<file path="config.mk">
export PLATFORM = sky130hd
export DESIGN_NAME = alu_decoder
export DESIGN_NICKNAME = d
export VERILOG_FILES = /design/src/rtl/alu_decoder_pkg.sv /design/src/rtl/alu_decode_comb.sv /design/src/rtl/alu_decoder.sv
export SDC_FILE = /design/constraint.sdc
export NUM_CORES = 1
export LEC_CHECK = 0
export ABC_CLOCK_PERIOD_IN_PS = 2450
export CELL_PAD_IN_SITES_DETAIL_PLACEMENT = 0
export CELL_PAD_IN_SITES_GLOBAL_PLACEMENT = 1
export CORE_MARGIN = 2
export CORE_UTILIZATION = 36
export DETAILED_ROUTE_END_ITERATION = 8
export PLACE_DENSITY_LB_ADDON = 0.1
export SLEW_MARGIN = 10
export SYNTH_ARGS = -nofsm -noshare
export SYNTH_HDL_FRONTEND = slang
export SYNTH_HIERARCHICAL = 1
export SYNTH_SLANG_ARGS = --single-unit
</file>
<file path="constraint.sdc">
create_clock -name clk -period 2.45 [get_ports clk]
set_input_delay 0.49 -clock clk [delete_from_list [all_inputs] [get_ports clk]]
set_output_delay 0.49 -clock clk [all_outputs]
set_load 0.02 [all_outputs]
</file>
<file path="src/rtl/alu_decoder_pkg.sv">
// Shared definitions for the SM83 ALU front end: operand register indices,
// ALU op encodings, decoder FSM states and the ALU command field bundle.
package alu_decoder_pkg;

    // Prefix byte that selects the extension opcode page
    localparam logic [7:0] CB_PREFIX = 8'hCB;

    // Register indices as they appear in the opcode operand fields
    localparam logic [2:0] IDX_A  = 3'd7;
    localparam logic [2:0] IDX_HL = 3'd6;

    // Base page ALU ops (opcode bits [5:3])
    localparam logic [2:0] ALU_ADD = 3'd0;
    localparam logic [2:0] ALU_ADC = 3'd1;
    localparam logic [2:0] ALU_SUB = 3'd2;
    localparam logic [2:0] ALU_SBC = 3'd3;
    localparam logic [2:0] ALU_AND = 3'd4;
    localparam logic [2:0] ALU_XOR = 3'd5;
    localparam logic [2:0] ALU_OR  = 3'd6;
    localparam logic [2:0] ALU_CP  = 3'd7;

    // CB page rotate/shift ops (second byte bits [5:3] when bits [7:6] are 00)
    localparam logic [2:0] ALU_RLC  = 3'd0;
    localparam logic [2:0] ALU_RRC  = 3'd1;
    localparam logic [2:0] ALU_RL   = 3'd2;
    localparam logic [2:0] ALU_RR   = 3'd3;
    localparam logic [2:0] ALU_SLA  = 3'd4;
    localparam logic [2:0] ALU_SRA  = 3'd5;
    localparam logic [2:0] ALU_SWAP = 3'd6;
    localparam logic [2:0] ALU_SRL  = 3'd7;

    // Base page misc group (misc=1, ext=0)
    localparam logic [2:0] ALU_DAA = 3'd0;
    localparam logic [2:0] ALU_CPL = 3'd1;
    localparam logic [2:0] ALU_SCF = 3'd2;
    localparam logic [2:0] ALU_CCF = 3'd3;

    // CB page bit ops (misc=1, ext=1); op is {1'b0, b[7:6]}
    localparam logic [2:0] ALU_BIT = 3'd1;
    localparam logic [2:0] ALU_RES = 3'd2;
    localparam logic [2:0] ALU_SET = 3'd3;

    typedef enum logic [1:0] {
        ST_IDLE  = 2'd0,
        ST_CB    = 2'd1,
        ST_IMM   = 2'd2,
        ST_ISSUE = 2'd3
    } dec_state_e;

    // What the FSM should do with a decoded byte
    typedef enum logic [1:0] {
        DK_NONALU = 2'd0,
        DK_ISSUE  = 2'd1,
        DK_IMM    = 2'd2,
        DK_PREFIX = 2'd3
    } dec_kind_e;

    typedef struct packed {
        logic [2:0] op;
        logic [2:0] src;
        logic [2:0] dest;
        logic       size;
        logic       ext;
        logic       misc;
        logic       imm;
        logic       mem_rd;
        logic       mem_wr;
        logic [2:0] mcycles;
    } alu_fields_t;

    // CB page M-cycle count: register form 2, (HL) BIT 3, other (HL) forms 4
    function automatic logic [2:0] cb_mcycles(input logic mem_rd, input logic is_bit);
        if (!mem_rd) begin
            return 3'd2;
        end else if (is_bit) begin
            return 3'd3;
        end else begin
            return 3'd4;
        end
    endfunction

endpackage

</file>
<file path="src/rtl/alu_decode_comb.sv">
// Purely combinational byte decoder: opcode byte plus page select in,
// ALU field bundle and FSM action out.
module alu_decode_comb
    import alu_decoder_pkg::*;
(
    input  logic [7:0]  byte_in,
    input  logic        page_cb,
    output alu_fields_t fields,
    output dec_kind_e   kind
);

    logic is_misc_cb;
    logic is_bit_cb;

    assign is_misc_cb = (byte_in[7:6] != 2'b00);
    assign is_bit_cb  = (byte_in[7:6] == ALU_BIT[1:0]);

    // Map the byte to ALU fields for whichever page is active
    always_comb begin
        fields = '0;
        kind   = DK_NONALU;
        if (page_cb) begin
            // Every CB second byte is an ALU op; the operand field is also the destination
            kind          = DK_ISSUE;
            fields.ext    = 1'b1;
            fields.dest   = byte_in[2:0];
            fields.misc   = is_misc_cb;
            fields.op     = is_misc_cb ? {1'b0, byte_in[7:6]} : byte_in[5:3];
            fields.src    = is_misc_cb ? byte_in[5:3] : byte_in[2:0];
            fields.mem_rd = (byte_in[2:0] == IDX_HL);
            // BIT only reads (HL); everything else on (HL) writes the result back
            fields.mem_wr  = fields.mem_rd && !is_bit_cb;
            fields.mcycles = cb_mcycles(fields.mem_rd, is_bit_cb);
        end else if (byte_in[7:6] == 2'b10) begin
            // Register/(HL) operand into A
            kind           = DK_ISSUE;
            fields.op      = byte_in[5:3];
            fields.src     = byte_in[2:0];
            fields.dest    = IDX_A;
            fields.mem_rd  = (byte_in[2:0] == IDX_HL);
            fields.mcycles = fields.mem_rd ? 3'd2 : 3'd1;
        end else if (byte_in[7:6] == 2'b11 && byte_in[2:0] == 3'b110) begin
            // d8 immediate into A; immediate follows in the next byte
            kind           = DK_IMM;
            fields.op      = byte_in[5:3];
            fields.src     = 3'd0;
            fields.dest    = IDX_A;
            fields.imm     = 1'b1;
            fields.mcycles = 3'd2;
        end else if (byte_in[7:5] == 3'b001 && byte_in[2:0] == 3'b111) begin
            // DAA / CPL / SCF / CCF act on A in place
            kind           = DK_ISSUE;
            fields.op      = {1'b0, byte_in[4:3]};
            fields.src     = IDX_A;
            fields.dest    = IDX_A;
            fields.misc    = 1'b1;
            fields.mcycles = 3'd1;
        end else if (byte_in == CB_PREFIX) begin
            kind = DK_PREFIX;
        end
    end

endmodule

</file>
<file path="src/rtl/alu_decoder.sv">
// SM83 ALU front end: accepts opcode/CB/d8 bytes over valid/ready, issues one
// registered ALU command per instruction and flags non-ALU opcodes.
module alu_decoder
    import alu_decoder_pkg::*;
(
    input  logic       clk,
    input  logic       rst_n,
    input  logic       flush,
    input  logic       op_valid,
    input  logic [7:0] op_byte,
    output logic       op_ready,
    output logic       alu_valid,
    input  logic       alu_ready,
    output logic [2:0] alu_op,
    output logic [2:0] alu_src,
    output logic [2:0] alu_dest,
    output logic       alu_size,
    output logic       alu_ext,
    output logic       alu_misc,
    output logic       alu_imm,
    output logic [7:0] alu_imm_data,
    output logic       alu_mem_rd,
    output logic       alu_mem_wr,
    output logic [2:0] alu_mcycles,
    output logic       nonalu_valid,
    output logic [7:0] nonalu_byte
);

    dec_state_e  state_q, state_d;
    alu_fields_t fields_q, fields_d;
    logic [7:0]  imm_data_q, imm_data_d;
    logic        alu_valid_q, alu_valid_d;
    logic        op_ready_q, op_ready_d;
    logic        nonalu_valid_q, nonalu_valid_d;
    logic [7:0]  nonalu_byte_q, nonalu_byte_d;

    alu_fields_t dec_fields;
    dec_kind_e   dec_kind;
    logic        accept;

    alu_decode_comb u_decode (
        .byte_in (op_byte),
        .page_cb (state_q == ST_CB),
        .fields  (dec_fields),
        .kind    (dec_kind)
    );

    assign accept = op_valid && op_ready_q && !flush;

    // Next-state and next-output logic; fields only change when a byte is accepted
    always_comb begin
        state_d        = state_q;
        fields_d       = fields_q;
        imm_data_d     = imm_data_q;
        nonalu_valid_d = 1'b0;
        nonalu_byte_d  = nonalu_byte_q;
        if (flush) begin
            state_d = ST_IDLE;
        end else begin
            unique case (state_q)
                ST_IDLE: begin
                    if (accept) begin
                        unique case (dec_kind)
                            DK_ISSUE: begin
                                fields_d = dec_fields;
                                state_d  = ST_ISSUE;
                            end
                            DK_IMM: begin
                                fields_d = dec_fields;
                                state_d  = ST_IMM;
                            end
                            DK_PREFIX: begin
                                state_d = ST_CB;
                            end
                            default: begin
                                nonalu_valid_d = 1'b1;
                                nonalu_byte_d  = op_byte;
                            end
                        endcase
                    end
                end
                ST_CB: begin
                    if (accept) begin
                        fields_d = dec_fields;
                        state_d  = ST_ISSUE;
                    end
                end
                ST_IMM: begin
                    if (accept) begin
                        imm_data_d = op_byte;
                        state_d    = ST_ISSUE;
                    end
                end
                ST_ISSUE: begin
                    if (alu_ready) begin
                        state_d = ST_IDLE;
                    end
                end
                default: begin
                    state_d = ST_IDLE;
                end
            endcase
        end
        alu_valid_d = (state_d == ST_ISSUE);
        op_ready_d  = (state_d != ST_ISSUE);
    end

    // State and output registers; reset discards any partial instruction
    always_ff @(posedge clk or negedge rst_n) begin
        if (!rst_n) begin
            state_q        <= ST_IDLE;
            fields_q       <= '0;
            imm_data_q     <= 8'd0;
            alu_valid_q    <= 1'b0;
            op_ready_q     <= 1'b1;
            nonalu_valid_q <= 1'b0;
            nonalu_byte_q  <= 8'd0;
        end else begin
            state_q        <= state_d;
            fields_q       <= fields_d;
            imm_data_q     <= imm_data_d;
            alu_valid_q    <= alu_valid_d;
            op_ready_q     <= op_ready_d;
            nonalu_valid_q <= nonalu_valid_d;
            nonalu_byte_q  <= nonalu_byte_d;
        end
    end

    assign op_ready     = op_ready_q;
    assign alu_valid    = alu_valid_q;
    assign alu_op       = fields_q.op;
    assign alu_src      = fields_q.src;
    assign alu_dest     = fields_q.dest;
    assign alu_size     = fields_q.size;
    assign alu_ext      = fields_q.ext;
    assign alu_misc     = fields_q.misc;
    assign alu_imm      = fields_q.imm;
    assign alu_imm_data = imm_data_q;
    assign alu_mem_rd   = fields_q.mem_rd;
    assign alu_mem_wr   = fields_q.mem_wr;
    assign alu_mcycles  = fields_q.mcycles;
    assign nonalu_valid = nonalu_valid_q;
    assign nonalu_byte  = nonalu_byte_q;

endmodule

</file>
==> metrics.txt <==
clk root buf=clkbuf_8; First-pass DRT Iterations=4; Sink Count=39; Reg clk slew, reported paths=80 ps; Async SR Flop Fraction=100%; total congestion overflow=0; Switching Fraction=27.9%; number of synthesized flops with an enable pin=0; most area-consuming cells after synthesis=dfrtp_1 44%, mux2_2 13%, mux2_4 7.0%; Hold Path Class=input port to async pin; GRT Total Usage=17.3%; setup TNS=0 ps; core area=5850 sq um; R2R setup slack=90 ps; Synth top area share=44.1%; clk_lat worst skew=290 ps; synth-to-layout area growth=43.7%; Setup Crit Path Kind=input port to flip-flop; first-iteration detailed-routing DRC count=99; flip-flop and latch area=977 sq um; FF+latch count, synth=39; row cnt=28; largest net degree at the start of global routing=40; HPWL after DPL=3.74 mm; fin. max-slew vios=0; total power=2130 uW; CTS buffer count=5; Post-DP Area=2790 sq um; average routed wire per standard cell=16.5 microns; outcome=finished clean; Mapped Area=2160 sq um; Reg-to-Reg Start=state_q[1]; Net Count, Synth=199; worst r2r dst=alu_ext; Synth top cells by count=38 x dfrtp_1, 24 x mux2_2, 10 x mux2_4, 10 x nand2_1, 8 x ha_1; clock group share of total power=29.8%; count of yosys warnings during synthesis=6; max cap viols=0; Avg Cell Area, Syn=12.1 sq um; Filler cells=501; Die Ht=81.4 microns; RSZ-0062 raised after global routing=yes; fin crit period=2450 ps; Fin. Hold Viols=0; fin util=53.0%; cell leakage power=0.00138 uW; die area=6620 sq um; area of the multi-input gates=1110 sq um; Syn Inst Count=178; ratio of cells with drive above 1 in the final layout=37.5%; port bufs=49; Die Width=81.4 microns; CTS tree=built; Final setup viols=0; Setup WS pre-CTS=-701 ps; crit path launch type=input port; Yosys top cell by area=dfrtp_1; predominant post-synthesis flop cell=dfrtp_1; hold buffers post-CTS=0; clk_skew=5.50 ps; Starting Density=36.8%; Via density=5.17; final instance area=3100 sq um; routed wire length=5.34 mm; Seq/Total Area, Yosys=45.3%; DRC violations left=0; Cell Int Power=1530 uW; CP Capture Type=flip-flop; Vias=1,671; first-pass GRT wire length=8.60 mm; worst reg2reg path depth=11; worst setup margin=0.343 ps; measured slew at the worst slew-check pin=857 ps; normalized max-slew margin=42.9%; ANT cells=0; # nets final=268; CTS Buffer Depth=2; power share of the combinational group=32.0%; cell area power density=686 nW/um^2; vias in the first global route=1,731; initial antenna violation count=0; Max FO, Critical Path=5; Top-Level Pins=50; crit path from=op_byte[5]; worst path required time=2630 ps; H-tree depth=2; routability congestion estimate=0.797; post-route antenna net violation count=0; Sw Pwr=594 uW; Unique masters post-synth=52; peak supply drop=0.326 mV; WP data arrival=2630 ps; Tcrit/Tclk final=100%; sequential share of power=38.1%; fmax=408 MHz; count leader, synth=dfrtp_1
critical path, cell delays in order:
cell,delay [ps]
buf_6,90
nand2b_4,130
or4_4,530
a211oi_4,250
inv_2,80
ha_4,280
mux2i_4,70
nor2b_4,140
buf_6,140
buf_12,130
mux2_4,290
metal layers:
layer | vias to the layer above | part of all wire (%) | wire length (microns) | global-route usage (%)
met4 | 0 | 1.8 | 98 | 5.93
met3 | 7 | 5.5 | 293 | 4.44
li1 | 779 | - | - | -
met5 | - | 0 | 0 | 0
met1 | 837 | 43 | 2300 | 21.3
met2 | 48 | 50 | 2650 | 29.3
layout by cell type (no fill, tap or decap), types with 2 or more instances in the layout:
cell type,Yosys,routed
dfrtp_1,38,38
a21oi_1,2,2
o311ai_0,2,2
o21a_1,2,2
clkdlybuf4s50_1,0,40
buf_4,6,21
o211ai_1,5,5
buf_6,2,4
nand4b_1,3,3
buf_16,0,3
and2b_1,2,2
clkbuf_2,0,2
nor2b_1,3,3
nand2_1,10,10
mux2i_1,3,2
ha_1,8,6
a31oi_1,3,3
buf_2,2,4
nor2_1,6,6
bufinv_16,0,2
mux2_2,24,16
inv_1,7,6
clkbuf_8,0,5
and3_1,2,2
o21ai_0,4,4
mux2_4,10,18
power groups by stage:
stage / clock (uW) / combinational (uW) / sequential, uW
finish: 634 / 681 / 811
global route: 681 / 725 / 825
CTS: 650 / 685 / 814
detailed placement: 0 / 651 / 823
global placement: 0 / 644 / 817
floorplan: 0 / 212 / 950
per-stage QoR:
step / std cells / hold WS, ps
2_1_floorplan: 178 / 194
3_5_place_dp: 307 / 497
6_report: 323 / 306
5_1_grt: 323 / 375
3_3_place_gp: 307 / 493
4_1_cts: 322 / 335
sequential cells by signal, summed over array words and instances, names as in the netlist:
name / count
alu_op: 3
state_q: 2
alu_ext: 1
alu_mcycles: 3
nonalu_byte: 8
alu_dest: 3
alu_src: 3
alu_mem_rd: 1
nonalu_valid: 1
alu_imm: 1
alu_imm_data: 8
alu_size: 1
alu_misc: 1
alu_valid: 1
op_ready: 1
alu_mem_wr: 1
cell type report:
cell class | count | area share (%)
Clock buffer | 5 | 2.22
Sequential cell | 39 | 31.5
Multi-Input combinational cell | 117 | 35.9
Timing Repair Buffer | 76 | 24.1
Clock inverter | 3 | 2.18
Inverter | 8 | 1.05
Tap cell | 75 | 3.03
worst max path at each step:
stage | endpoint | slack, ps | cells past startpoint
2_1_floorplan | alu_dest[0] | -170 | 11
3_5_place_dp | alu_imm | -700 | 10
5_1_grt | alu_src[1] | -60 | 11
4_1_cts | alu_src[0] | -150 | 12
6_report | alu_ext | 0.3 | 11
3_3_place_gp | alu_imm | -650 | 10
cell families after synthesis:
logic type	Yosys count	synth area share, %
other	1	0.174
DFF	39	45.3
adders and majority gates	8	4.64
buffers and inverters	22	6.73
muxes	37	20.9
xor gates and xnor gates	1	0.406
AOI/OAI and AO/OA	29	10.0
and+or+nand+nor	41	11.8
timing repair:
item                       CTS  global route
cloned                       3             0
setup endpoints to repair   30            20
setup buffers                4             2
pin swaps                    4             3
gates resized for setup     39            11
(Power assumes the default switching activity.)
